<file path="src/rtl/serial_logic_unit_n.sv">
// serial_logic_unit_n: bit-serial logic unit, one result bit per clock, LSB first.
// Computes AND / OR / XOR / alternating AND-OR (even bits AND, odd bits OR) of
// two WIDTH-bit operands over a runtime-selected number of bits.
//
// Ports:
//   clk      in   rising-edge clock
//   reset    in   synchronous active-low reset
//   s        in   start request, sampled only in IDLE
//   mode     in   00 AND, 01 OR, 10 XOR, 11 alternating; captured at start
//   len      in   bits to process; 0 or >WIDTH means WIDTH; captured at start
//   Ain/Bin  in   operands, captured at start
//   C        out  result; bits above len-1 are 0
//   busy     out  high in PROC and DONE
//   done     out  one-cycle pulse when C is valid
//   curstate out  IDLE=00, PROC=01, DONE=10
module serial_logic_unit_n #(
    parameter int unsigned WIDTH = 8,
    parameter int unsigned CW    = $clog2(WIDTH + 1)
) (
    input  logic             clk,
    input  logic             reset,
    input  logic             s,
    input  logic [1:0]       mode,
    input  logic [CW-1:0]    len,
    input  logic [WIDTH-1:0] Ain,
    input  logic [WIDTH-1:0] Bin,
    output logic [WIDTH-1:0] C,
    output logic             busy,
    output logic             done,
    output logic [1:0]       curstate
);

    typedef enum logic [1:0] {
        StIdle = 2'b00,
        StProc = 2'b01,
        StDone = 2'b10
    } state_e;

    state_e           state_q, state_d;
    logic [WIDTH-1:0] a_q, a_d;
    logic [WIDTH-1:0] b_q, b_d;
    logic [WIDTH-1:0] c_q, c_d;
    logic [1:0]       mode_q, mode_d;
    logic [CW-1:0]    len_q, len_d;
    logic [CW-1:0]    idx_q, idx_d;
    logic             busy_q, busy_d;
    logic             done_q, done_d;
    logic             bit_res;
    logic             last;

    assign last = (idx_q == len_q - CW'(1));

    always_comb begin
        state_d = state_q;
        a_d     = a_q;
        b_d     = b_q;
        c_d     = c_q;
        mode_d  = mode_q;
        len_d   = len_q;
        idx_d   = idx_q;
        busy_d  = busy_q;
        done_d  = 1'b0;
        bit_res = 1'b0;

        unique case (state_q)
            StIdle: begin
                if (s) begin
                    a_d     = Ain;
                    b_d     = Bin;
                    mode_d  = mode;
                    // Out-of-range lengths fall back to a full-width operation.
                    len_d   = (len == '0 || len > CW'(WIDTH)) ? CW'(WIDTH) : len;
                    idx_d   = '0;
                    c_d     = '0;
                    busy_d  = 1'b1;
                    state_d = StProc;
                end
            end
            StProc: begin
                case (mode_q)
                    2'b00:   bit_res = a_q[0] & b_q[0];
                    2'b01:   bit_res = a_q[0] | b_q[0];
                    2'b10:   bit_res = a_q[0] ^ b_q[0];
                    default: bit_res = idx_q[0] ? (a_q[0] | b_q[0]) : (a_q[0] & b_q[0]);
                endcase
                c_d = c_q | (WIDTH'(bit_res) << idx_q);
                a_d = a_q >> 1;
                b_d = b_q >> 1;
                if (last) begin
                    // idx freezes on the final bit so it never reaches WIDTH.
                    done_d  = 1'b1;
                    state_d = StDone;
                end else begin
                    idx_d = idx_q + CW'(1);
                end
            end
            StDone: begin
                busy_d  = 1'b0;
                state_d = StIdle;
            end
            default: begin
                busy_d  = 1'b0;
                state_d = StIdle;
            end
        endcase
    end

    always_ff @(posedge clk) begin
        if (!reset) begin
            state_q <= StIdle;
            a_q     <= '0;
            b_q     <= '0;
            c_q     <= '0;
            mode_q  <= '0;
            len_q   <= '0;
            idx_q   <= '0;
            busy_q  <= 1'b0;
            done_q  <= 1'b0;
        end else begin
            state_q <= state_d;
            a_q     <= a_d;
            b_q     <= b_d;
            c_q     <= c_d;
            mode_q  <= mode_d;
            len_q   <= len_d;
            idx_q   <= idx_d;
            busy_q  <= busy_d;
            done_q  <= done_d;
        end
    end

    assign C        = c_q;
    assign busy     = busy_q;
    assign done     = done_q;
    assign curstate = state_q;

endmodule
</file>
<file path="config.mk">
export PLATFORM = sky130hd
export DESIGN_NAME = serial_logic_unit_n
export DESIGN_NICKNAME = d
export VERILOG_FILES = /design/src/rtl/serial_logic_unit_n.sv
export SDC_FILE = /design/constraint.sdc
export NUM_CORES = 1
export LEC_CHECK = 0
export ABC_CLOCK_PERIOD_IN_PS = 2450
export CAP_MARGIN = 20
export CORE_MARGIN = 2
export CORE_UTILIZATION = 45
export CTS_BUF_LIST = sky130_fd_sc_hd__clkbuf_16
export DETAILED_ROUTE_END_ITERATION = 8
export PLACE_DENSITY = 0.69
export SLEW_MARGIN = 20
export SYNTH_ARGS = -nofsm -noshare
export SYNTH_HDL_FRONTEND = slang
export SYNTH_SLANG_ARGS = --single-unit
export TNS_END_PERCENT = 30
</file>
<file path="constraint.sdc">
create_clock -name clk -period 2.45 [get_ports clk]
set_clock_uncertainty 0.15 [all_clocks]
set_input_delay 0.49 -clock clk [delete_from_list [all_inputs] [get_ports clk]]
set_output_delay 0.49 -clock clk [all_outputs]
set_load 0.01 [all_outputs]
</file>
======== Word-level counts from Yosys, hierarchy flattened ========
Index checks and enable logic that the tools add are counted.
Widths: inputs -> output; s select.
storage, ports and cells
  flip-flop bits (word level) ............. 38
  logic and storage cells ................. 55
operators by class
  $add $sub $neg .......................... 2
  shift operators ......................... 1
  reduce and logical (&&, ||, !) cells .... 11
  order comparisons ....................... 1
  equal/unequal tests ..................... 7
  bitwise operators ....................... 5
  mux-type cells .......................... 19
operator list
  kind                 count
  $pmux 8 s2           3
  $mux 8               3
  $mux 4               3
  $reduce_and 2->1     5
  $or 8x8->8           1
  $pmux 4 s2           1
  $shl 1x4->8          1
  $ne 2x2->1 const B   3
  $add 4x1->4 const B  1
  $eq 2x1->1 const B   2
  $eq 4x4->1           1
  $gt 4x4->1 const B   1
  $logic_not 2->1      2
  $logic_not 4->1      1
  $mux 1               4
  $mux 2               2
  $pmux 2 s2           1
  $sub 4x1->4 const B  1
  $pmux 1 s3           1
  $reduce_and 3->1     1
  $eq 2x2->1 const B   1
  $pmux 1 s2           1
  $reduce_bool 2->1    1
  $and 1x1->1          1
  other kinds (4)      4

======== Logic depth before layout (Yosys ltp) ========
  depth after elaboration ................. 7
  depth in mapped cells ................... 6
  mapped depth without buffers ............ 6

======== Worst setup path after synthesis ========
OpenSTA, ideal clock, no wires.
  path type ............................... reg2reg
  start ................................... register len_q[0]
  end ..................................... register idx_q[2]
  arrival time ............................ 1634 ps
  path buffers ............................ 0
  setup time .............................. 75 ps
  data required time ...................... 2225 ps
  stages on the path, launching flop included .. 7
  setup slack ............................. 591 ps
  cell sequence ........................... dfxtp_1 inv_1 ha_1 xor2_1 nand2_1 or4_1 a31oi_1
between the ends
  longest elaborated chain between the ends .. 4
ends and longest elaborated chain
  item                               line  RTL
  from (decl)                        44    logic [CW-1:0] len_q, len_d;
  from (signal assigned)             125   len_q <= len_d;
  $sub 4x1->4                        51    assign last = (idx_q == len_q - CW'(1));
  $eq 4x4->1                         51
  $ne 2x2->1 (no source line)        --
  $reduce_and 3->1 (no source line)  --
  to (signal assigned)               126   idx_q <= idx_d;
  to (decl)                          45    logic [CW-1:0] idx_q, idx_d;
Every way passes these cells.
A chain may end at the register's enable or synchronous reset.

======== Worst setup path after layout ========
Ends and elaborated chain as after synthesis.

==> results.cfg <==
[power_and_ir_drop]
power_frac_comb = 0.151
p_clk_frac = 0.397
powerDensity_nw_per_um2 = 647
seqPwrFrac = 0.452
p_sw_uw = 381
p_leak_nw = 0.993
ir_drop_mv = 0.413
fin_total_pwr_mw = 1.52
swShare = 0.251
internal-power_mw = 1.14

[clock_network]
clk_path_buf_depth = 2
clk_pin_slew_ns = 0.05
numCtsBuffers = 5
cts.sinks = 38
ctsHoldBuffers = 0
cts_tree = done
post-cts-setup-buffers = 0
clk_latency_ns = 0.28
htree_levels = 2
cts-root-buf = clkbuf_16
cts.repair.resized = 0

[setup_path]
critPathKind = reg2reg
end_kind = register
cp.required_ns = 2.50
arrival_ns = 2.09
r2r_end = idx_q[2]$_SDFFE_PN0P_
cp_max_fo = 9
reg2reg_slack_ns = 0.42
startpoint = len_q[0]$_SDFFE_PN0P_
r2r_cells = 6
worstSetupStartpointType = register
crit_end = idx_q[2]$_SDFFE_PN0P_
r2r-start = len_q[0]$_SDFFE_PN0P_

[sta]
timing.slew.headroom = 0.548
fmax_mhz = 491
fin_ws_ns = 0.415
slew_violations = 0
rsz0062_at_grt = no
hold_viol = 0
worst_hold_slack_ns = 0.300
period_share = 0.830
worst_slew_pin_slew_ns = 0.674
setup-violations-final = 0
layout_min_cycle_time_ns = 2.03
finalSetupTns_ns = 0

[grt]
grt_usage = 0.188
grt_overflow = 0
grt_pass1_vias = 1419
antenna_found_initial = 0
grt_pass1_wl_um = 6380
grt_start_max_net_pins = 34

[synthesis]
synth.yosys.seq_area_share = 0.424
netlist_instances = 216
synthesis.nets = 245
synthesis.area_um2 = 1790
synth_cell_type_count = 37
avgSynthCellArea_um2 = 8.31
synth-seq-cells = 38
yosysWarnings = 0

[hold_path]
hp-start = C[6]$_SDFFE_PN0P_
hold_class = reg2reg

[finish]
fin_nets = 278
syn_to_final_growth_pct = 30.7
antennaDiodeCount = 0
instances_no_fill = 298
drive_gt1_frac = 0.0520
final_cell_mix = 48 x nand2_1, 38 x dfxtp_1, 36 x clkdlybuf4s50_1
final_common_cell = nand2_1
multiInputGateArea_um2 = 957
regArea_um2 = 761
fill_cells = 367

[place]
dp_cells = 290
routabilityCongestion = 0.783
dp_hpwl_um = 2600
pre_cts_slack_ns = 0.172
io_buffers = 36

[drt]
wirelength_um = 3820
drt-initial-drc-count = 93
vias_per_cell = 5.36
drc_errors = 0
wl_per_cell_um = 12.8
ant_nets = 0
firstDrtPassIters = 4
vias = 1597

[floorplan]
pin_count = 37
core_area_um2 = 3740
initial_core_util = 0.479
fp.dieH_um = 67.1
die_w_um = 67.1
dieArea_um2 = 4510
fp-row-count = 22

[job]
drv_cap = 0

[status]
outcome = complete, no violations
-- layout make-up --
class | count | area share
multi-input combinational | 157 | 0.408
sequential | 38 | 0.324
timing repair buffer | 40 | 0.172
clock buffer | 5 | 0.0534
clock inverter | 3 | 0.00534
inverter | 7 | 0.0112
tap | 48 | 0.0256
-- sequential cells by signal (all words and copies together) (netlist names) --
signal,count
C,8
a_q,8
b_q,8
busy,1
curstate,2
done,1
idx_q,4
len_q,4
mode_q,2
-- metrics by stage --
step | util | area, µm²
after floorplan | - | 1790
after global placement | 0.590 | 2210
after detailed placement | 0.590 | 2210
after CTS | 0.626 | 2340
after global routing | 0.626 | 2340
final | 0.626 | 2340
-- how the worst min path moves through the flow --
stage / to / depth (start not counted)
2_1_floorplan: a_q[7]$_SDFFE_PN0P_ / 2
3_3_place_gp: C[6]$_SDFFE_PN0P_ / 2
3_5_place_dp: C[6]$_SDFFE_PN0P_ / 2
4_1_cts: C[6]$_SDFFE_PN0P_ / 2
5_1_grt: C[6]$_SDFFE_PN0P_ / 2
6_report: C[6]$_SDFFE_PN0P_ / 2
-- Yosys cell counts --
master     number  area, µm²
nand2_1        48        180
dfxtp_1        38        761
nand3_1        18       90.1
o211a_1        14        140
clkbuf_1       11       41.3
nor2_1          9       33.8
a21boi_0        8       60.1
inv_1           7       26.3
a21oi_1         5       25.0
nor3_1          5       25.0
o211ai_1        5       37.5
ha_1            4       50.1
nand4_1         4       25.0
xnor2_1         4       35.0
a41oi_1         3       26.3
nand3b_1        3       22.5
nor3b_1         3       22.5
or4_1           3       22.5
and2_1          2       12.5
nor2b_1         2       12.5
nor4_1          2       12.5
o21ai_0         2       10.0
xor2_1          2       17.5
a31oi_1         1       6.26
and3_1          1       6.26
buf_1           1       3.75
buf_2           1       5.00
clkbuf_2        1       5.00
mux2i_1         1       10.0
nand2b_1        1       6.26
nand4bb_1       1       11.3
nor3_2          1       10.0
o2111ai_1       1       8.76
o311a_1         1       10.0
o31ai_1         1       7.51
or3_1           1       6.26
or3b_2          1       8.76
-- critical path, stage by stage (launching register included) --
cell and delay [ns]:
dfxtp_1 0.40, inv_1 0.06, ha_1 0.30, xor2_1 0.13
nand2_1 0.20, or4_1 0.54, a31oi_1 0.17
-- power groups by stage --
stage / Clock [mW] / Sequential, mW / Combinational, mW
2_1_floorplan: 0 / 0.691 / 0.148
3_3_place_gp: 0 / 0.698 / 0.227
3_5_place_dp: 0 / 0.699 / 0.230
4_1_cts: 0.615 / 0.686 / 0.231
5_1_grt: 0.645 / 0.691 / 0.257
6_report: 0.602 / 0.686 / 0.229
-- cells by family after synthesis --
group                      after synthesis  share of synthesized area
buffers and inverters                   21                     0.0453
AOI/OAI and AO/OA                       41                      0.185
DFF                                     38                      0.424
muxes                                    1                    0.00558
xor gates and xnor gates                 6                     0.0293
and+or+nand+nor                        105                      0.283
adders and majority gates                4                     0.0279
-- routing by layer --
metal	global-route usage	part of all wire	up-vias
li1	-	-	830
met1	0.244	0.48	728
met2	0.300	0.47	32
met3	0.0400	0.035	7
met4	0.0842	0.015	0
met5	0	0	-
(Power assumes the default switching activity.)
